File: src/rtl/alu_scheduler_pkg.sv
// Shared FSM encodings and ALU opcode values for the scheduler slice.
package alu_scheduler_pkg;

    localparam logic [1:0] S_IDLE    = 2'd0;
    localparam logic [1:0] S_ISSUE   = 2'd1;
    localparam logic [1:0] S_WAIT    = 2'd2;
    localparam logic [1:0] S_RESPOND = 2'd3;

    localparam logic [3:0] OP_ADD = 4'h0;
    localparam logic [3:0] OP_SUB = 4'h1;
    localparam logic [3:0] OP_AND = 4'h2;
    localparam logic [3:0] OP_OR  = 4'h3;
    localparam logic [3:0] OP_XOR = 4'h4;

endpackage

File: src/rtl/alu_scheduler_if.sv
// Two-port request/response bundle between requesters and the scheduler.
interface alu_scheduler_if #(
    parameter int WORD_SIZE   = 16,
    parameter int OPCODE_SIZE = 4
);
    logic [1:0]               req_valid;
    logic [1:0]               req_ready;
    logic [2*OPCODE_SIZE-1:0] req_opcode;
    logic [2*WORD_SIZE-1:0]   req_a;
    logic [2*WORD_SIZE-1:0]   req_b;
    logic [1:0]               rsp_valid;
    logic [1:0]               rsp_ready;
    logic [WORD_SIZE-1:0]     rsp_data;

    modport master (
        output req_valid, req_opcode, req_a, req_b, rsp_ready,
        input  req_ready, rsp_valid, rsp_data
    );

    modport slave (
        input  req_valid, req_opcode, req_a, req_b, rsp_ready,
        output req_ready, rsp_valid, rsp_data
    );
endinterface

File: src/rtl/alu_scheduler_rr_arbiter_2.sv
// Two-way round-robin arbiter; last_grant advances only on an accept.
module rr_arbiter_2 (
    input  logic       clock,
    input  logic       reset,
    input  logic [1:0] req,
    input  logic       accept,
    output logic [1:0] gnt,
    output logic       gnt_idx
);
    logic last_grant;

    // On a tie the port that did not win last time goes first.
    assign gnt_idx = (&req) ? ~last_grant : req[1];
    assign gnt     = (|req) ? (gnt_idx ? 2'b10 : 2'b01) : 2'b00;

    always_ff @(posedge clock or posedge reset) begin
        if (reset)
            last_grant <= 1'b1;
        else if (accept)
            last_grant <= gnt_idx;
    end
endmodule

File: src/rtl/alu_scheduler.sv
// Round-robin two-port front end that sequences one ALU op at a time.
module alu_scheduler
    import alu_scheduler_pkg::*;
#(
    parameter int WORD_SIZE   = 16,
    parameter int OPCODE_SIZE = 4
) (
    input  logic                   clock,
    input  logic                   reset,
    alu_scheduler_if.slave         bus,
    output logic                   alu_enable,
    output logic [OPCODE_SIZE-1:0] alu_opcode,
    output logic [WORD_SIZE-1:0]   alu_input1,
    output logic [WORD_SIZE-1:0]   alu_input2,
    input  logic [WORD_SIZE-1:0]   alu_out,
    output logic                   busy
);
    logic [1:0]             state;
    logic [1:0]             state_nxt;
    logic [OPCODE_SIZE-1:0] op_opcode;
    logic [WORD_SIZE-1:0]   op_a;
    logic [WORD_SIZE-1:0]   op_b;
    logic                   grant;
    logic [WORD_SIZE-1:0]   res_q;
    logic [1:0]             arb_gnt;
    logic                   arb_idx;
    logic                   idle;
    logic                   accept;
    logic [OPCODE_SIZE-1:0] sel_opcode;
    logic [WORD_SIZE-1:0]   sel_a;
    logic [WORD_SIZE-1:0]   sel_b;

    assign idle   = (state == S_IDLE);
    assign accept = idle & (|bus.req_valid);

    rr_arbiter_2 u_arb (
        .clock   (clock),
        .reset   (reset),
        .req     (bus.req_valid),
        .accept  (accept),
        .gnt     (arb_gnt),
        .gnt_idx (arb_idx)
    );

    assign sel_opcode = arb_idx ? bus.req_opcode[2*OPCODE_SIZE-1:OPCODE_SIZE]
                                : bus.req_opcode[OPCODE_SIZE-1:0];
    assign sel_a = arb_idx ? bus.req_a[2*WORD_SIZE-1:WORD_SIZE]
                           : bus.req_a[WORD_SIZE-1:0];
    assign sel_b = arb_idx ? bus.req_b[2*WORD_SIZE-1:WORD_SIZE]
                           : bus.req_b[WORD_SIZE-1:0];

    always_comb begin
        state_nxt = state;
        unique case (state)
            S_IDLE:    if (accept) state_nxt = S_ISSUE;
            S_ISSUE:   state_nxt = S_WAIT;
            S_WAIT:    state_nxt = S_RESPOND;
            S_RESPOND: if (bus.rsp_ready[grant]) state_nxt = S_IDLE;
            default:   state_nxt = S_IDLE;
        endcase
    end

    always_ff @(posedge clock or posedge reset) begin
        if (reset)
            state <= S_IDLE;
        else
            state <= state_nxt;
    end

    always_ff @(posedge clock or posedge reset) begin
        if (reset) begin
            op_opcode <= '0;
            op_a      <= '0;
            op_b      <= '0;
            grant     <= 1'b0;
            res_q     <= '0;
        end else begin
            if (accept) begin
                op_opcode <= sel_opcode;
                op_a      <= sel_a;
                op_b      <= sel_b;
                grant     <= arb_idx;
            end
            if (state == S_WAIT)
                res_q <= alu_out;
        end
    end

    assign bus.req_ready = idle ? arb_gnt : 2'b00;
    assign bus.rsp_valid = (state == S_RESPOND) ? (grant ? 2'b10 : 2'b01)
                                                : 2'b00;
    assign bus.rsp_data  = res_q;
    assign alu_enable    = (state == S_ISSUE);
    assign alu_opcode    = op_opcode;
    assign alu_input1    = op_a;
    assign alu_input2    = op_b;
    assign busy          = ~idle;
endmodule

File: src/flat_wrapper.sv
// flat-port wrapper written by rule: the top's interface ports become plain ports
module alu_scheduler_flat import alu_scheduler_pkg::*;
#(
    parameter int WORD_SIZE   = 16,
    parameter int OPCODE_SIZE = 4
)
  (clock, reset, alu_enable, alu_opcode, alu_input1, alu_input2, alu_out, busy, bus_req_valid, bus_req_opcode, bus_req_a, bus_req_b, bus_rsp_ready, bus_req_ready, bus_rsp_valid, bus_rsp_data);
  alu_scheduler_if #(.WORD_SIZE(WORD_SIZE), .OPCODE_SIZE(OPCODE_SIZE)) bus_i ();
  input  logic clock;
  input  logic reset;
  output logic alu_enable;
  output logic [OPCODE_SIZE-1:0] alu_opcode;
  output logic [WORD_SIZE-1:0] alu_input1;
  output logic [WORD_SIZE-1:0] alu_input2;
  input  logic [WORD_SIZE-1:0] alu_out;
  output logic busy;
  input wire logic [$bits(bus_i.req_valid)-1:0] bus_req_valid;
  input wire logic [$bits(bus_i.req_opcode)-1:0] bus_req_opcode;
  input wire logic [$bits(bus_i.req_a)-1:0] bus_req_a;
  input wire logic [$bits(bus_i.req_b)-1:0] bus_req_b;
  input wire logic [$bits(bus_i.rsp_ready)-1:0] bus_rsp_ready;
  output wire logic [$bits(bus_i.req_ready)-1:0] bus_req_ready;
  output wire logic [$bits(bus_i.rsp_valid)-1:0] bus_rsp_valid;
  output wire logic [$bits(bus_i.rsp_data)-1:0] bus_rsp_data;
  assign bus_i.req_valid = bus_req_valid;
  assign bus_i.req_opcode = bus_req_opcode;
  assign bus_i.req_a = bus_req_a;
  assign bus_i.req_b = bus_req_b;
  assign bus_i.rsp_ready = bus_rsp_ready;
  assign bus_req_ready = bus_i.req_ready;
  assign bus_rsp_valid = bus_i.rsp_valid;
  assign bus_rsp_data = bus_i.rsp_data;
  alu_scheduler #(.WORD_SIZE(WORD_SIZE), .OPCODE_SIZE(OPCODE_SIZE)) u_core (.clock(clock), .reset(reset), .bus(bus_i), .alu_enable(alu_enable), .alu_opcode(alu_opcode), .alu_input1(alu_input1), .alu_input2(alu_input2), .alu_out(alu_out), .busy(busy));
endmodule
File: config.mk
export PLATFORM = sky130hd
export DESIGN_NAME = alu_scheduler_flat
export DESIGN_NICKNAME = d
export VERILOG_FILES = /design/src/rtl/alu_scheduler_pkg.sv /design/src/rtl/alu_scheduler_if.sv /design/src/rtl/alu_scheduler_rr_arbiter_2.sv /design/src/rtl/alu_scheduler.sv /design/src/flat_wrapper.sv
export SDC_FILE = /design/constraint.sdc
export NUM_CORES = 1
export LEC_CHECK = 0
export ABC_AREA = 1
export CAP_MARGIN = 20
export CORE_ASPECT_RATIO = 1.25
export CORE_MARGIN = 1.5
export CORE_UTILIZATION = 58
export DETAILED_ROUTE_END_ITERATION = 12
export DONT_BUFFER_PORTS = 1
export PLACE_DENSITY_LB_ADDON = 0.08
export RECOVER_POWER = 100
export SETUP_SLACK_MARGIN = 0.2
export SYNTH_ARGS = -nofsm -noshare
export SYNTH_HDL_FRONTEND = slang
export SYNTH_SLANG_ARGS = --single-unit
File: constraint.sdc
create_clock -name clock -period 1.7 [get_ports clock]
set_input_delay 0.17 -clock clock [delete_from_list [all_inputs] [get_ports clock]]
set_output_delay 0.17 -clock clock [all_outputs]
set_load 0.01 [all_outputs]
# Word level (Yosys, flattened, before mapping)
# Index checks and enable logic that the tools add are counted.
dict set report word_totals {
  latchBits 0
  wordCells 34
  ff_bits 56
  romBits 0
  ramBits 0
  n_memories 0
}
dict set report classes {
  mux 14
  n_div 0
  shift 0
  n_lt_le_gt_ge 1
  mul 0
  n_addsub 0
  n_eq_ne 5
  reduce_logical 4
  n_bitwise 3
}
# operator n
set op_table {}
lappend op_table {{$mux 16} 2}
lappend op_table {{$mux 2} 7}
lappend op_table {{$pmux 2 s4} 1}
lappend op_table {{$eq 2x2->1 const B} 2}
lappend op_table {{$mux 4} 1}
lappend op_table {{$reduce_and 2->1} 2}
lappend op_table {{$mux 1} 3}
lappend op_table {{$eq 2x1->1 const B} 1}
lappend op_table {{$logic_not 2->1} 1}
lappend op_table {{$lt 1x2->1 const B} 1}
lappend op_table {{$ne 2x1->1 const B} 1}
lappend op_table {{$ne 2x2->1 const B} 1}
lappend op_table {{$not 1->1} 2}
lappend op_table {{$reduce_or 2->1} 1}
lappend op_table {{$and 1x1->1} 1}

# Logic depth before layout (Yosys ltp)
dict set report logic_depth {
  word_depth 5
  ltp_mapped 9
}

# Modules after synthesis
# A second synthesis with hierarchy kept.
dict set report hier_totals {
  hier_cells 383
  hier_area_um2 2756.4
}
# mod area_per_inst_um2 instances seq_area_each_um2 cells_each
set by_module_without_submodules {}
lappend by_module_without_submodules {alu_scheduler 2685.1 1 1376.3 372}
lappend by_module_without_submodules {rr_arbiter_2 71.3 1 26.3 11}

# Least setup slack after synthesis
# No wires, ideal clock.
dict set report synth_path {
  path_kind {reg2out}
  from {register u_core.state[0]}
  to {output port bus_req_ready[0]}
  n_path_buf 1
  t_required_ns 1.530
  path_stages_with_launch 8
  path_slack_ns 0.236
  arrival_ns 1.294
  path_cell_list {dfrtp_1 -> inv_1 -> ha_1 -> inv_1 -> nor2_2 -> inv_2 -> clkbuf_1 -> nor2_1}
}
dict set report synth_between {
  elab_chain_len 2
}
# item line
set synth_rtl {}
lappend synth_rtl {{start, declared} alu_scheduler.sv:18} ;# logic [1:0] state;
lappend synth_rtl {{start signal, assigned} alu_scheduler.sv:67} ;# state <= state_nxt;
lappend synth_rtl {{$logic_not 2->1} alu_scheduler.sv:33} ;# assign idle = (state == S_IDLE);
lappend synth_rtl {{$mux 2} alu_scheduler.sv:89} ;# assign bus.req_ready = idle ? arb_gnt : 2'b00;
lappend synth_rtl {{end, declared} flat_wrapper.sv:22} ;# output wire logic [$bits(bus_i.req_ready)-1:0] bus_req_ready;
# Every way passes these cells.

# Worst setup path after layout
# Same ends and word-level chain as after synthesis.

==> metrics <==
status=finished clean; cell family contributing the most delay on the critical path=flip-flops; Die H=about 83 µm; number of standard cells after synthesis=around 380; Critical Path RT=1530 ps; total wire length=around 6900 µm; remaining max-slew budget at the tightest pin=around half; placer's final routability congestion estimate=about 0.76; crit share post-route=between 90% and 100%; GR Util All Layers=approximately a quarter; setup slack of the worst register-to-register path=210 ps; clock slew at the register clock pins of the worst setup and hold paths=90 ps; Final nets=502; leading cell type in the layout, fill and taps excluded=sky130_fd_sc_hd__nand2_1; TritonCTS sink count=56; category of the most critical setup path=flip-flop to output pin; kind of start point of the critical path=flip-flop; ordered cell list for the critical path=inv_1 > ha_4 > inv_4 > nor2_4 > inv_8 > nor2_2; actual slew at the worst max-slew pin=approximately 740 ps; via density per instance=5.20; setup slack after placement=around 41 ps; site row count=28; routed wirelength normalized by instance count=roughly 15 µm; fraction of layout cells with a size suffix above 1=9.65%; critical path peak fanout=3; number of port buffers=0; static leakage=around 1.8 nW; wire length of the first global-routing pass=approximately 11000 µm; Worst Hold Class=input port to flip-flop; time the final worst path needs with I/O delays and setup=1550 ps; CTS tree=built; Buf+Inv Stages, Crit Path=3; Root Buffer=sky130_fd_sc_hd__clkbuf_8; CTS Buffer Depth=2; Post-Place Cell Area=~0.0030 mm²; net count after synthesis=480; sequential fraction of the synthesis area=47.7%; largest clock skew in the final design=~6.7 ps; flops & latches, synth=between 50 and 60; antenna violations before repair=1; critical hold path startpoint=bus_req_a[0]; delay of the slowest cell on the worst path=400 ps; sum of internal, switching and leakage power=just under 6 mW; remaining global-route overflow=0; worst supply voltage drop on vdd=roughly 1.1 mV; area enclosed by the die boundary=about 0.0055 mm²; post-route setup slack=between 150 and 200 ps; DIE WIDTH=about 67 µm; total half-perimeter wirelength after legalization and detailed placement=4600 µm; Placed Cells=428; number of top-level pins=approximately 150; number of cell instances on the worst register-to-register path=9; worst hold endpoint=u_core.alu_input1[0]; vias in the first global route=roughly 2400; Synth Area per Inst=between 7 and 8 µm²; pwr dens=about 1800 mW/mm²; DRT iter0 DRCs=approximately 100; fraction of the core area covered by cells at the end of the flow=between 70% and 80%; placeable core region=0.00480 mm²; max-cap violation count=0; Area Overhead vs Synth=14.4%; arrival time at the worst endpoint=1380 ps; number of nets still failing antenna checks after routing=0; final-layout worst hold slack=54.6 ps; number of endpoints with negative hold slack in the final report=0; detailed-route DRC error count=0; total setup violations reported at the end of the flow=0; top achievable clock speed=646 MHz; Crit-path slowest cell=sky130_fd_sc_hd__dfrtp_1; Pins Over Slew Limit=0; capturing element type of the critical path=output pin; number of library cell types mapped by synthesis=17; non-filler cells in the finished layout=approximately 470; Setup TNS=0 ps; worst r2r dst=u_core.alu_input2[4]; setup repair after global routing missed its margin=yes; clock network latency to the later pin of the worst-skew pair=310 ps; count of yosys warnings during synthesis=0; Post-Syn Area=just under 0.003 mm²; highest-count cells in the layout ignoring fill and taps=167 x sky130_fd_sc_hd__nand2_1, 55 x sky130_fd_sc_hd__dfrtp_1, 43 x sky130_fd_sc_hd__inv_1, 39 x sky130_fd_sc_hd__nand3_1, 36 x sky130_fd_sc_hd__nand3b_1; final non-filler cell area=around 0.0034 mm²; r2r startpoint=u_core.state[0]; CTS Buf Count=5; level count of the clock H-tree=2; total number of vias=2417; effective utilization at floorplan=around three fifths; worst hold path stage count=4; detailed-router iteration count before antenna repair=4; maximum number of pins on one net before global-route repair=57
## cells in the mapped netlist, drive strengths merged
master,count,area [µm²]
buf,21,154
clkbuf,1,3.75
dfrtp,55,1380
dfstp,1,26.3
ha,5,62.6
inv,47,176
nand2,169,639
nand3,39,195
nand3b,36,270
nor2,5,26.3
o21ai,1,5.00
or2,1,6.26
## flip-flops by register name, summed over array words and instances, names as in the netlist
register / cells
u_core.u_arb.last_grant: 1
u_core.alu_input2: 16
u_core.grant: 1
u_core.state: 2
u_core.alu_opcode: 4
u_core.bus.rsp_data: 16
u_core.alu_input1: 16
## per-layer routing
metal	part of all wire [%]	global-route usage, %	wire length (µm)
met5	0	0	0
met3	8.3	9.08	573
met1	39	30.2	2700
met4	1.6	9.59	108
met2	51	46.5	3520
## area by class of cell
cell class	count	area, µm²
Clock inverter	2	35.0
Multi-Input combinational cell	256	1230
Inverter	47	194
Tap cell	60	75.1
Timing Repair inverter	1	6.26
Clock buffer	6	72.6
Antenna cell	1	2.50
Timing Repair Buffer	36	342
Fill cell	437	1440
Sequential cell	56	1400
## logic make-up (layout without fill, tap and decap cells)
group,count (synthesis),in the layout,share of synthesized area [%]
compound gates,1,1,0.170
other cells,0,1,0
buf+inv,69,92,11.4
flops,56,56,47.7
simple gates,250,250,38.7
fa+ha+maj,5,5,2.13
## power by group
group / internal, mW / total [mW] / switching, mW
Combinational: 0.933 / 2.28 / 1.35
Clock: 0.438 / 0.854 / 0.416
Sequential: 2.02 / 2.82 / 0.803
Total: 3.39 / 5.96 / 2.57
## how the worst max path moves through the flow
stage | start | to | slack (ps) | depth (start not counted)
2_1_floorplan | u_core.state[0] | bus_req_ready[0] | 240 | 7
5_1_grt | u_core.state[0] | bus_req_ready[0] | 70 | 6
4_1_cts | u_core.state[0] | bus_req_ready[0] | 160 | 6
3_5_place_dp | u_core.state[0] | u_core.alu_input2[4] | 40 | 8
3_3_place_gp | u_core.state[0] | u_core.alu_input2[14] | 130 | 8
6_report | u_core.state[0] | bus_req_ready[0] | 150 | 6
## what timing repair did
action                                 4_1_cts  5_1_grt
gates cloned                                 1        0
setup endpoints to repair                   38       40
endpoints found under the hold margin       71        0
gates resized for setup                     13       10
pin swaps                                    2        3
buffers inserted                             7        3
hold buffers                                17        0
## worst reg2reg max path: stages, from the launching register on
cell	delay, ps
sky130_fd_sc_hd__dfrtp_1	400
sky130_fd_sc_hd__inv_1	110
sky130_fd_sc_hd__ha_4	160
sky130_fd_sc_hd__inv_4	50
sky130_fd_sc_hd__nor2_4	180
sky130_fd_sc_hd__inv_8	40
sky130_fd_sc_hd__buf_4	170
sky130_fd_sc_hd__buf_12	160
sky130_fd_sc_hd__nand2_1	60
sky130_fd_sc_hd__nand2_1	60
(Power assumes the default switching activity.)
